==> src/rtl/switch_input_capture.sv <==
// Slide-switch capture for the core: a debounced "enter" press latches the synchronized
// switch word, zero-extended to 32 bits, behind a valid/read-strobe handshake.

module switch_input_capture_sync (
  input  logic clk,
  input  logic rst,
  input  logic d,
  output logic q
);
  logic meta;

  always_ff @(posedge clk) begin
    if (!rst) begin
      meta <= 1'b0;
      q    <= 1'b0;
    end else begin
      meta <= d;
      q    <= meta;
    end
  end
endmodule

module switch_input_capture #(
  parameter int DEBOUNCE_CYCLES = 1000000,
  parameter int SW_WIDTH        = 16
) (
  input  logic                clk,
  input  logic                rst,
  input  logic [SW_WIDTH-1:0] sw,
  input  logic                btn_enter,
  input  logic                rd_en,
  output logic [31:0]         data_out,
  output logic                data_valid,
  output logic                overrun,
  output logic [7:0]          press_cnt,
  output logic                btn_state
);
  localparam logic [31:0] CNT_MAX = 32'(DEBOUNCE_CYCLES - 1);

  typedef enum logic [1:0] {IDLE, PRESS_WAIT, PRESSED, RELEASE_WAIT} state_t;

  logic [SW_WIDTH-1:0] sw_s;
  logic                btn_s;

  // One 2-flop cell per switch bit plus one for the button.
  genvar g;
  generate
    for (g = 0; g < SW_WIDTH; g++) begin : g_sw_sync
      switch_input_capture_sync u_sync (.clk(clk), .rst(rst), .d(sw[g]), .q(sw_s[g]));
    end
  endgenerate

  switch_input_capture_sync u_btn_sync (.clk(clk), .rst(rst), .d(btn_enter), .q(btn_s));

  state_t      state, state_n;
  logic [31:0] cnt, cnt_n;
  logic        capture;
  logic [31:0] data_out_n;
  logic        data_valid_n, overrun_n;
  logic [7:0]  press_cnt_n;

  always_ff @(posedge clk) begin
    if (!rst) begin
      state      <= IDLE;
      cnt        <= '0;
      data_out   <= '0;
      data_valid <= 1'b0;
      overrun    <= 1'b0;
      press_cnt  <= '0;
    end else begin
      state      <= state_n;
      cnt        <= cnt_n;
      data_out   <= data_out_n;
      data_valid <= data_valid_n;
      overrun    <= overrun_n;
      press_cnt  <= press_cnt_n;
    end
  end

  always_comb begin
    state_n = state;
    cnt_n   = cnt;
    capture = 1'b0;
    case (state)
      IDLE: begin
        if (btn_s) begin
          state_n = PRESS_WAIT;
          cnt_n   = '0;
        end
      end
      PRESS_WAIT: begin
        if (!btn_s) begin
          state_n = IDLE;
        end else if (cnt == CNT_MAX) begin
          state_n = PRESSED;
          capture = 1'b1;
        end else begin
          cnt_n = cnt + 32'd1;
        end
      end
      PRESSED: begin
        if (!btn_s) begin
          state_n = RELEASE_WAIT;
          cnt_n   = '0;
        end
      end
      RELEASE_WAIT: begin
        if (btn_s) begin
          state_n = PRESSED;
        end else if (cnt == CNT_MAX) begin
          state_n = IDLE;
        end else begin
          cnt_n = cnt + 32'd1;
        end
      end
      default: state_n = IDLE;
    endcase
  end

  // A capture beats a same-cycle read: the old word counts as read, so overrun
  // only sets when the previous word was still pending and unread.
  always_comb begin
    data_out_n   = data_out;
    data_valid_n = data_valid;
    overrun_n    = overrun;
    press_cnt_n  = press_cnt;
    if (capture) begin
      data_out_n   = 32'(sw_s);
      data_valid_n = 1'b1;
      press_cnt_n  = press_cnt + 8'd1;
      if (data_valid) overrun_n = !rd_en;
    end else if (rd_en && data_valid) begin
      data_valid_n = 1'b0;
      overrun_n    = 1'b0;
    end
  end

  assign btn_state = (state == PRESSED) || (state == RELEASE_WAIT);

endmodule

==> config.mk <==
export PLATFORM = sky130hd
export DESIGN_NAME = switch_input_capture
export DESIGN_NICKNAME = d
export VERILOG_FILES = /design/src/rtl/switch_input_capture.sv
export SDC_FILE = /design/constraint.sdc
export NUM_CORES = 1
export LEC_CHECK = 0
export ABC_AREA = 1
export CORE_UTILIZATION = 40
export CTS_BUF_LIST = sky130_fd_sc_hd__clkbuf_4 sky130_fd_sc_hd__clkbuf_8 sky130_fd_sc_hd__clkbuf_16
export DETAILED_ROUTE_END_ITERATION = 12
export GPL_TIMING_DRIVEN = 1
export PLACE_DENSITY_LB_ADDON = 0.05
export SLEW_MARGIN = 20
export SYNTH_ARGS = -nofsm -noshare
export SYNTH_HDL_FRONTEND = slang
export SYNTH_SLANG_ARGS = --single-unit
==> constraint.sdc <==
create_clock -name clk -period 1.7 [get_ports clk]
set_input_delay 0.51 -clock clk [delete_from_list [all_inputs] [get_ports clk]]
set_output_delay 0.51 -clock clk [all_outputs]
set_load 0.01 [all_outputs]
==> key figures <==
Timing
  – Final min period: 1.60 ns
  – Achievable Freq: 624 MHz
  – Fin Clk Skew: 0.00632 ns
  – Post-Route Setup TNS: 0 ns
  – Slew Viols, Final: 0
  – Final period utilization: 94.3%
  – Fin. Hold Viols: 0
  – WHS: 0.412 ns
  – RSZ-0062 raised after global routing: yes
  – Setup violators final: 0

Worst setup path
  – Reg-to-reg slack, setup: 0.1 ns
  – Crit path arrival time: 1.09 ns
  – Crit start category: flip-flop
  – Worst setup EP type: primary output
  – Reg-to-reg critical path startpoint: cnt[1]
  – CP max FO: 4
  – Crit-path max cell delay: 0.42 ns
  – FF-to-FF path depth: 11
  – Worst path bufs/invs: 1
  – Largest delay share family, worst path: flip-flops
  – Req. time, crit path: 1.19 ns
  – Kind of critical path: reg -> out
  – RR Endpoint: press_cnt[3]
  – CP max-delay cell: dfxtp_1
  – CP cell instances: dlygate4sd2_1

Clocking
  – Hold buffers post-CTS: 0
  – Clock sink count: 94
  – Reg clk slew, reported paths: 0.07 ns
  – Clock Latency Late Sink: 0.35 ns
  – CTS tree: done
  – CTS H-tree depth: 3
  – CTS Buffer Depth: 2
  – CTS root buf: clkbuf_16
  – Inserted Clock Buffers: 9

GRT
  – Initial antenna violation count: 0
  – Largest net degree at the start of global routing: 64
  – First-pass GRT wire length: 18.4 mm
  – GRT Total Usage: 20.2%
  – Vias in the first global route: 3,940
  – GRT overflow: 0

Floorplanning
  – IO Pins: 63
  – Row cnt: 38
  – DIE WIDTH: 109 um
  – DIE AREA: 11,800 um2
  – Starting Density: 41.5%
  – Die Height: 109 um
  – Core box area: 10,900 um2

Routing
  – WL per Instance: 12.0 um
  – Vias post-DR: 4,268
  – Vias per cell: 4.66
  – Final wirelength: 11.0 mm
  – Antenna Nets Post-Route: 0
  – DRC violation total after the first TritonRoute iteration: 149
  – Pre-antenna DRT Iters: 4
  – DRC violations left: 0

Synth
  – Syn Area/Cell: 6.53 um2
  – Largest family of logic cells by synthesized area: simple AND/OR/NAND/NOR gates
  – Seq/Total Area, Yosys: 41.4%
  – Ys Warns: 0
  – Synth Register Bits: 94
  – Mapped Area: 4540 um2
  – Mux contribution to synthesized area: 0%
  – Post-Synth XOR/XNOR Area: 2.70%
  – Post-synthesis adder-cell area fraction: 0.551%
  – Distinct cells, synth: 29
  – Mapped Cells: 695
  – Simple-Gate Fraction of Synth Area: 34.6%
  – Post-synthesis compound-gate area fraction: 7.16%

Layout
  – Post-layout util: 52.6%
  – Commonest non-fill, non-tap cell in the layout: nand2_1
  – Area Growth Syn to Fin: 26.6%
  – ANT cells: 0
  – Layout cell share with drive strength beyond 1: 15.7%
  – Design area: 5750 um2
  – Most frequent cells in the layout: nand2_1, nor2_1, inv_1, dfxtp_1, buf_4
  – Layout Nets: 792

Pwr
  – VDD IR max: 542 uV
  – Post-layout power: 4.40 mW
  – PwrDens: 766 nW/um2
  – Leak: 2.67 nW

Hold path
  – Hold Path Class: reg -> reg
  – Hold Crit Depth: 2
  – Hold_sp: g_sw_sync[11].u_sync.meta
  – Hold Crit Endpoint: g_sw_sync[11].u_sync.q

Place
  – Placement Cell Area: 5270 um2
  – IO Port Bufs: 46
  – Gpl congestion: 0.907
  – Post-detailed-placement half-perimeter wirelength: 7.87 mm

Outcome
  – Outcome: complete, no violations

Job
  – Maximum Capacitance Violations: 0
-- Yosys cell counts, drive strengths merged --
library cell	n	area [um2]
nand2	206	788
nor2	125	482
dfxtp	94	1880
inv	93	349
a21oi	35	175
nand3	32	170
buf	29	213
o21ai	27	135
nand4	13	81.3
clkbuf	11	41.3
xor2	11	96.3
nor3	7	35.0
xnor2	3	26.3
clkinv	2	8.75
ha	2	25.0
a211oi	1	7.51
and3	1	6.26
conb	1	3.75
nand3b	1	7.51
o21bai	1	7.51
-- cell families (layout without fill, tap and decap cells) --
group                      count (synthesis)  in the layout
buffers and inverters                    135            200
other                                      1             16
DFF                                       94             94
xor gates and xnor gates                  14             14
AOI/OAI and AO/OA                         64             64
and+or+nand+nor                          385            385
adders and majority gates                  2              2
-- final cells by class --
| cell class | instances | area (um2) |
|---|---|---|
| inverters | 95 | 368 |
| clock inverters | 6 | 53.8 |
| flip-flops and latches | 94 | 1910 |
| multi-input cells | 481 | 2220 |
| clock buffers | 10 | 239 |
| repair buffers | 88 | 769 |
| fillers | 1091 | 5190 |
| repair inverters | 1 | 7.51 |
| well taps | 140 | 175 |
-- flip-flops by register name, summed over array words and instances, names as in the netlist, named ones only --
| signal | count |
|---|---|
| cnt | 32 |
| u_btn_sync.meta | 1 |
| overrun | 1 |
| g_sw_sync.u_sync.q | 16 |
| state | 1 |
| g_sw_sync.u_sync.meta | 16 |
| u_btn_sync.q | 1 |
| data_out | 16 |
| press_cnt | 8 |
| data_valid | 1 |
-- where the power goes --
group	switching, mW	internal, mW	leakage (nW)
Clock	0.923	1.06	0.142
Sequential	0.0105	2.24	0.776
Combinational	0.103	0.0708	1.76
-- per-stage QoR --
step / setup WS [ns] / std cells
final: 0.0975 / 915
after global routing: -0.0246 / 915
after CTS: 0.0162 / 911
after detailed placement: -0.0455 / 894
after global placement: -0.0152 / 894
after floorplan: 0.0944 / 710
-- per-layer routing --
metal / track usage [%] / share of wire, %
met2: 33.1 / 47
met5: 0 / 0
met3: 3.44 / 3.7
met4: 9.94 / 2.5
met1: 25.5 / 47
-- how the worst max path moves through the flow --
stage / from / endpoint / slack (ns) / cells past startpoint
final: flip-flop / btn_state / 0.1 / 1
after global routing: cnt[30] / cnt[17] / -0.02 / 11
after CTS: cnt[1] / cnt[9] / 0.02 / 11
after detailed placement: cnt[1] / cnt[0] / -0.05 / 10
after global placement: cnt[14] / cnt[31] / -0.02 / 9
after floorplan: cnt[1] / cnt[13] / 0.09 / 11
-- timing repair --
item	CTS	global route
pin swaps	1	9
setup buffers	0	4
gates resized for setup	46	47
endpoints found under the setup margin	63	57
gates cloned	1	0
endpoints found under the hold margin	0	0
(Power assumes the default switching activity.)
